==> config.mk <==
export PLATFORM = sky130hd
export DESIGN_NAME = core_mem_arbiter
export DESIGN_NICKNAME = d
export VERILOG_FILES = /design/src/rtl/core_mem_arbiter.sv
export SDC_FILE = /design/constraint.sdc
export NUM_CORES = 1
export LEC_CHECK = 0
export ABC_AREA = 0
export CAP_MARGIN = 15
export CORE_ASPECT_RATIO = 0.5
export CORE_MARGIN = 5
export CORE_UTILIZATION = 22
export CTS_CLUSTER_SIZE = 30
export DETAILED_ROUTE_END_ITERATION = 8
export PLACE_DENSITY = 0.87
export SETUP_SLACK_MARGIN = 0.3
export SYNTH_ARGS = -nofsm -noshare
export SYNTH_HDL_FRONTEND = slang
export SYNTH_SLANG_ARGS = --single-unit
==> constraint.sdc <==
create_clock -name clk_i -period 1.91 [get_ports clk_i]
set_input_delay 0.4775 -clock clk_i [delete_from_list [all_inputs] [get_ports clk_i]]
set_output_delay 0.4775 -clock clk_i [all_outputs]
set_load 0.005 [all_outputs]
==> src/rtl/core_mem_arbiter.sv <==
// Two-requester round-robin arbiter for the core req/gnt/rvalid memory
// protocol. Shares one downstream port between m0 (fetch) and m1 (data),
// holds an ungranted selection stable, and routes each downstream rvalid
// back to its issuer through an in-order ID FIFO.
//
// Ports:
//   clk_i, rst_ni                 clock, synchronous active-low reset
//   mX_req_i/gnt_o/rvalid_o       per-requester handshake (X = 0, 1)
//   mX_addr_i/we_i/be_i/wdata_i   per-requester command
//   mX_rdata_o                    read data, both driven from s_rdata_i
//   s_req_o/gnt_i/rvalid_i        downstream handshake
//   s_addr_o/we_o/be_o/wdata_o    command muxed from the selected requester
//   s_rdata_i                     downstream read data
//   err_o                         sticky: response arrived with no ID pending
module core_mem_arbiter #(
  parameter int unsigned ADDR_WIDTH      = 32,
  parameter int unsigned DATA_WIDTH      = 32,
  parameter int unsigned MAX_OUTSTANDING = 2
) (
  input  logic                  clk_i,
  input  logic                  rst_ni,
  input  logic                  m0_req_i,
  output logic                  m0_gnt_o,
  output logic                  m0_rvalid_o,
  input  logic [ADDR_WIDTH-1:0] m0_addr_i,
  input  logic                  m0_we_i,
  input  logic [3:0]            m0_be_i,
  input  logic [DATA_WIDTH-1:0] m0_wdata_i,
  output logic [DATA_WIDTH-1:0] m0_rdata_o,
  input  logic                  m1_req_i,
  output logic                  m1_gnt_o,
  output logic                  m1_rvalid_o,
  input  logic [ADDR_WIDTH-1:0] m1_addr_i,
  input  logic                  m1_we_i,
  input  logic [3:0]            m1_be_i,
  input  logic [DATA_WIDTH-1:0] m1_wdata_i,
  output logic [DATA_WIDTH-1:0] m1_rdata_o,
  output logic                  s_req_o,
  input  logic                  s_gnt_i,
  input  logic                  s_rvalid_i,
  output logic [ADDR_WIDTH-1:0] s_addr_o,
  output logic                  s_we_o,
  output logic [3:0]            s_be_o,
  output logic [DATA_WIDTH-1:0] s_wdata_o,
  input  logic [DATA_WIDTH-1:0] s_rdata_i,
  output logic                  err_o
);

  localparam int unsigned PTR_W = (MAX_OUTSTANDING > 1) ? $clog2(MAX_OUTSTANDING) : 1;
  localparam int unsigned CNT_W = $clog2(MAX_OUTSTANDING + 1);
  localparam logic [PTR_W-1:0] PTR_LAST = PTR_W'(MAX_OUTSTANDING - 1);
  localparam logic [CNT_W-1:0] CNT_MAX  = CNT_W'(MAX_OUTSTANDING);

  typedef enum logic {IDLE, LOCKED} state_e;

  state_e                     state_q;
  logic                       lock_id_q;
  logic                       last_q;
  logic                       err_q;
  logic [MAX_OUTSTANDING-1:0] id_fifo_q;
  logic [PTR_W-1:0]           rd_ptr_q;
  logic [PTR_W-1:0]           wr_ptr_q;
  logic [CNT_W-1:0]           count_q;

  logic sel;
  logic sel_req;
  logic push;
  logic pop;
  logic head;

  // Selection: a pending lock wins, otherwise the lone requester, otherwise
  // the one that was not granted last.
  always_comb begin
    sel = 1'b0;
    if (state_q == LOCKED) begin
      sel = lock_id_q;
    end else if (m0_req_i && m1_req_i) begin
      sel = ~last_q;
    end else if (m1_req_i) begin
      sel = 1'b1;
    end
  end

  assign sel_req = sel ? m1_req_i : m0_req_i;

  // Only registered count feeds s_req_o, so a pop frees a slot next cycle.
  assign s_req_o  = rst_ni & sel_req & (count_q < CNT_MAX);
  assign push     = s_req_o & s_gnt_i;
  assign m0_gnt_o = push & ~sel;
  assign m1_gnt_o = push & sel;

  always_comb begin
    s_addr_o  = '0;
    s_we_o    = 1'b0;
    s_be_o    = '0;
    s_wdata_o = '0;
    if (sel_req) begin
      s_addr_o  = sel ? m1_addr_i  : m0_addr_i;
      s_we_o    = sel ? m1_we_i    : m0_we_i;
      s_be_o    = sel ? m1_be_i    : m0_be_i;
      s_wdata_o = sel ? m1_wdata_i : m0_wdata_i;
    end
  end

  // Response routing from the FIFO head; a response with no ID goes nowhere.
  assign head        = id_fifo_q[rd_ptr_q];
  assign pop         = rst_ni & s_rvalid_i & (count_q != '0);
  assign m0_rvalid_o = pop & ~head;
  assign m1_rvalid_o = pop & head;
  assign m0_rdata_o  = s_rdata_i;
  assign m1_rdata_o  = s_rdata_i;
  assign err_o       = rst_ni & err_q;

  // Arbiter state, lock capture, ID FIFO and sticky error.
  always_ff @(posedge clk_i) begin
    if (!rst_ni) begin
      state_q   <= IDLE;
      lock_id_q <= 1'b0;
      last_q    <= 1'b1;
      err_q     <= 1'b0;
      id_fifo_q <= '0;
      rd_ptr_q  <= '0;
      wr_ptr_q  <= '0;
      count_q   <= '0;
    end else begin
      case (state_q)
        IDLE: begin
          if (s_req_o && !s_gnt_i) begin
            state_q   <= LOCKED;
            lock_id_q <= sel;
          end
        end
        LOCKED: begin
          if (push) begin
            state_q <= IDLE;
          end
        end
        default: state_q <= IDLE;
      endcase

      if (push) begin
        id_fifo_q[wr_ptr_q] <= sel;
        wr_ptr_q            <= (wr_ptr_q == PTR_LAST) ? '0 : wr_ptr_q + PTR_W'(1);
        last_q              <= sel;
      end

      if (pop) begin
        rd_ptr_q <= (rd_ptr_q == PTR_LAST) ? '0 : rd_ptr_q + PTR_W'(1);
      end

      case ({push, pop})
        2'b10:   count_q <= count_q + CNT_W'(1);
        2'b01:   count_q <= count_q - CNT_W'(1);
        default: count_q <= count_q;
      endcase

      if (s_rvalid_i && (count_q == '0)) begin
        err_q <= 1'b1;
      end
    end
  end

endmodule

# --- Word level (Yosys, flattened, before mapping) ---
# Cells that the tools add are included.
word_totals:
  register_bits: 10
  in_bits: 176
  out_inout_bits: 139
  wordCells: 64
classes:
  bitwise_logic: 14
  n_mux: 23
  reduce_logical: 9
  magnitude_cmp: 4
  n_eq_ne: 2
  add_sub_neg: 4
op_table:
  columns: ["op", "n"]
  rows:
  - ["2-to-1 mux 32 bit", 4]
  - ["2-to-1 mux 1 bit", 13]
  - ["bitwise AND 1 bit", 10]
  - ["2-to-1 mux 4 bit", 2]
  - ["logical AND 1 bit", 4]
  - ["< comparator 1 x 2 -> 1 bit, second input constant", 2]
  - ["NOT 1 bit", 4]
  - ["case mux 2 bit (2 select lines)", 1]
  - ["nonzero test 2 bit", 2]
  - ["adder 1 bit, second input constant", 2]
  - ["adder 2 x 1 -> 2 bit, second input constant", 1]
  - ["bitwise mux 2 bit", 1]
  - ["== test 2 x 1 -> 1 bit, second input constant", 1]
  - ["== test 2 bit, second input constant", 1]
  - ["zero test 2 bit", 1]
  - ["< comparator 2 bit, second input constant", 1]
  - ["case mux 1 bit (2 select lines)", 1]
  - ["AND reduction 2 bit", 1]
  - ["subtractor 2 x 1 -> 2 bit, second input constant", 1]
  - ["demux 1 bit (select 1 bit)", 1]
  - [">= comparator 1 bit, second input constant", 1]
  - ["zero test 1 bit", 1]

# --- Longest topological paths before layout ---
depth:
  depth_word: 9
  mapped_depth: 8
  depth_no_buf: 6

# --- Least setup slack after synthesis ---
# OpenSTA, ideal clock, no wires.
synth_path:
  path_type: "input-to-reg"
  startpoint: "in m0_req_i"
  endpoint: "reg count_q[1]"
  arrival_time_ns: 1.811
  stages: 6
  setup_ns: 0.076
  t_required_ns: 1.834
  path_slack_ns: 0.024
  path_buffers: 1
  cell_sequence: "or3b_1 o211ai_2 buf_6 ha_1 or3_1 a21boi_0"
synth_between:
  elab_chain_len: 9
  word_cells_on_any_way: 11
  cone_classes: "eq/ne (2); mux (4); bitwise (3); reduce/logical (2)"
synth_lines:
  columns: ["element", "line_no", "rtl"]
  rows:
  - ["start, declared", "22", "input logic m0_req_i,"]
  - ["logical AND 1 bit", "77", "end else if (m0_req_i && m1_req_i) begin"]
  - ["2-to-1 mux 1 bit", "77", null]
  - ["2-to-1 mux 1 bit", "75", "if (state_q == LOCKED) begin"]
  - ["2-to-1 mux 1 bit *", "84", "assign sel_req = sel ? m1_req_i : m0_req_i;"]
  - ["bitwise AND 1 bit * (2 in a row)", "87", "assign s_req_o = rst_ni & sel_req & (count_q < CNT_MAX);"]
  - ["bitwise AND 1 bit *", "88", "assign push = s_req_o & s_gnt_i;"]
  - ["== test 2 x 1 -> 1 bit / == test 2 bit (equally long branches)", "151", "case ({push, pop})"]
  - ["case mux 2 bit (2 select lines) / nonzero test 2 bit (equally long branches)", null, null]
  - ["end signal, assigned", "152", "2'b10: count_q <= count_q + CNT_W'(1);"]
  - ["end signal, assigned", "153", "2'b01: count_q <= count_q - CNT_W'(1);"]
  - ["end signal, assigned", "154", "default: count_q <= count_q;"]
  - ["end, declared", "63", "logic [CNT_W-1:0] count_q;"]
# Every way passes the cells marked *; elsewhere a longest branch is shown, timed or not.
# A chain may end at the register's enable or synchronous reset.

# --- Worst setup path in the final report ---
layout_path:
  startpoint: "in m1_req_i"
  endpoint: "out s_wdata_o[24]"
layout_between:
  elab_chain_len: 5
  word_cells_on_any_way: 7
  cone_classes: "mux (6); reduce/logical (1)"
layout_lines:
  columns: ["element", "line_no", "rtl"]
  rows:
  - ["start, declared", "30", "input logic m1_req_i,"]
  - ["2-to-1 mux 1 bit / logical AND 1 bit (equally long branches)", "79, 77", null]
  - ["2-to-1 mux 1 bit", "77", null]
  - ["2-to-1 mux 1 bit", "75", null]
  - ["2-to-1 mux 32 bit / 2-to-1 mux 1 bit (equally long branches)", "101, 84", null]
  - ["2-to-1 mux 32 bit *", "97", "if (sel_req) begin"]
  - ["end, declared", "44", "output logic [DATA_WIDTH-1:0] s_wdata_o,"]
# Marks and branches as above.

==> summary.txt <==
Routing
  • Via count: around 3,400
  • Drt wl/cell: ~20 µm
  • Routed Antenna Nets: 0
  • Total routed wirelength: about 14 mm
  • Initial DRC Count: 240
  • First-pass iteration count of the detailed router: 5
  • DRC viols: 0
  • Via-to-Cell Ratio: around 4.8

Floorplan
  • Io pins: 315
  • Die width: 149 µm
  • Starting Density: 0.226
  • DIE AREA: about 12,000 µm²
  • CORE AREA: 9450 µm²
  • Die height: approximately 80 µm
  • FP Rows: 25

Logic synthesis
  • Synth Area in Compound Gates: 0.250
  • EDFF count, synth: 0
  • Mux cell area share after synthesis: 0.00936
  • Synthesized cell area: approximately 2100 µm²
  • Syn Inst Count: around 360
  • Post-synth ARST share: 0
  • Main combinational cell family by area after synthesis: buffers and inverters
  • Number of warnings issued by yosys: 0
  • Post-Synth Simple-Gate Area: 0.303
  • Syn Area/Cell: 6.01 µm²
  • Synthesized flop and latch total: 10
  • Mapped Nets: between 500 and 600
  • Adder-Cell Fraction of Synth Area: 0.00585
  • Post-synthesis xor/xnor area fraction: 0.0123
  • Number of library cell types mapped by synthesis: 33
  • Prevailing post-synth register cell: dfxtp_1
  • Post-synthesis sequential area ratio: 0.0936

Place
  • Port bufs: ~220
  • Gpl congestion: roughly 1
  • Cell Area, Placed: around 4100 µm²
  • Post-DP HPWL: 8.55 mm
  • Dpl cells: approximately 640

Timing
  • Peak Freq: 453 MHz
  • Period Utilization, post-route: 1.15
  • Max transition margin: 0.830
  • RSZ-0062 raised after global routing: yes
  • Final min period: 2210 ps
  • Worst Slack Setup Final: -296 ps
  • Final hold vios: 0
  • Worst-Margin Slew: about 250 ps
  • Fin Setup TNS: -14,400 ps
  • Slew Limit Fails: 0
  • Clk_skew: 3.25 ps
  • Final setup fails: 75

CTS
  • TritonCTS clock tree: done
  • Root Buffer: clkbuf_16
  • CTS clk-pin slew, worst paths: approximately 40 ps
  • CTS max path bufs: 2
  • H-tree levels: 1
  • CTS sink count: 10
  • Clock Latency Late Sink: 240 ps
  • CTS Buf Count: 3

Power and ir drop
  • Sw Ratio: 0.362
  • Reg power frac: 0.102
  • Switching pwr: slightly below 0.9 mW
  • PD cells: 451 nW/µm²
  • Comb pwr share: 0.727
  • Leak: roughly 2.4 nW
  • Clock share of power: 0.171
  • Max IR drop VDD: 0.000446 V
  • Int Pwr: roughly 1.6 mW

Finish
  • Antenna diode count: 0
  • Finished Layout Cells: 712
  • Area delta synth->final: 155%
  • End-of-flow core utilization: 0.577
  • Non-Filler Cell Area, Final: ~5500 µm²
  • Fraction of layout cells with a size suffix above 1: 0.551
  • Most frequent cells in the layout: 138 x clkdlybuf4s50_1, 80 x nand2_1, 68 x buf_2, 58 x a21oi_2, 44 x buf_6
  • Most common cell after layout, fill and taps aside: clkdlybuf4s50_1
  • Final #Nets: 755

Job
  • Max-Cap Viols: 0

Global route
  • GRT Total Usage: 0.206
  • Vias in the first global route: approximately 3,200
  • Antenna violations before repair: 0
  • First-pass GRT wire length: 19.1 mm
  • Largest net degree at the start of global routing: 17
  • GR Overflow Total: 0

Critical path
  • Worst EP required: ~1400 ps
  • CP Launch Type: input port
  • Kind of critical path: input port to output pin
  • Crit. End Element: output pin
  • Crit-path max FO: 8
  • Critical path arrival: 1730 ps

Outcome
  • Status: finished, violations left
  • Failing checks: negative setup slack

Min path
  • Worst Hold Class: flip-flop to flip-flop
-- routing by layer --
layer | part of all wire | up-vias | track usage
met5 | 0 | - | 0
met4 | 0.018 | 0 | 0.0329
met3 | 0.082 | 34 | 0.0658
met2 | 0.51 | 185 | 0.338
met1 | 0.39 | 1633 | 0.270
li1 | - | 1543 | -
-- sequential cells by signal, indices dropped and copies added, names as in the netlist, named ones only --
name	cells
count_q	2
err_q	1
id_fifo_q	2
last_q	1
lock_id_q	1
rd_ptr_q	1
wr_ptr_q	1
-- logic make-up after synthesis --
family / after synthesis
and+or+nand+nor: 161
buffers and inverters: 93
AOI/OAI and AO/OA: 86
DFF: 10
xor gates and xnor gates: 3
muxes: 2
adders and majority gates: 1
-- critical path, cell delays in order --
cell     delay [ps]
buf_6           100
nor2b_4         130
a22oi_2         190
buf_6           170
buf_12          120
buf_12          130
nand2_2          60
a21oi_2         190
buf_2           160
-- final timing paths --
path / start / endpoint / slack, ps / cells past startpoint
worst min-delay path: err_q / err_q / 480 / 2
worst min register to register: err_q / err_q / 480 / 2
worst max register to register: lock_id_q / last_q / -230 / 13
worst max-delay path: m1_req_i / s_wdata_o[24] / -300 / 9
-- cell type report --
| cell class | count | area [µm²] |
|---|---|---|
| repair buffers | 307 | 3110 |
| clock buffers | 4 | 88.8 |
| multi-input cells | 253 | 1860 |
| well taps | 135 | 169 |
| flip-flops and latches | 10 | 211 |
| inverters | 3 | 11.3 |
| fillers | 793 | 4000 |
-- through the flow --
step	power [mW]	hold slack [ps]	setup slack, ps
3_3_place_gp	1.49	451	-1060
4_1_cts	2.24	478	-231
3_5_place_dp	1.50	457	-1090
6_report	2.46	481	-296
2_1_floorplan	0.866	440	117
5_1_grt	2.56	517	-309
-- Yosys cell counts, types with 2 or more instances --
library cell | count | area, µm²
buf_4 | 74 | 556
nor2_1 | 7 | 26.3
a21oi_1 | 54 | 270
o31ai_1 | 2 | 15.0
o21ai_1 | 2 | 10.0
mux2i_1 | 2 | 20.0
xnor2_1 | 3 | 26.3
buf_6 | 8 | 90.1
dfxtp_1 | 10 | 200
nor2b_1 | 2 | 12.5
a21boi_0 | 2 | 15.0
nand2_1 | 141 | 529
o211ai_1 | 3 | 22.5
inv_1 | 3 | 11.3
and2_1 | 3 | 18.8
a21oi_2 | 16 | 140
nand3_1 | 2 | 10.0
buf_2 | 7 | 35.0
-- power groups by stage --
stage	Sequential, mW	Clock (mW)	Combinational, mW
global placement	0.247	0	1.24
global route	0.252	0.440	1.87
CTS	0.245	0.422	1.57
detailed placement	0.248	0	1.26
finish	0.251	0.419	1.79
floorplan	0.243	0	0.623
-- what timing repair did --
item,4_1_cts,5_1_grt
gates resized for setup,446,80
setup endpoints to repair,83,82
cloned,12,1
hold buffers,0,0
pin swaps,53,51
setup buffers,48,9
(Power assumes the default switching activity.)
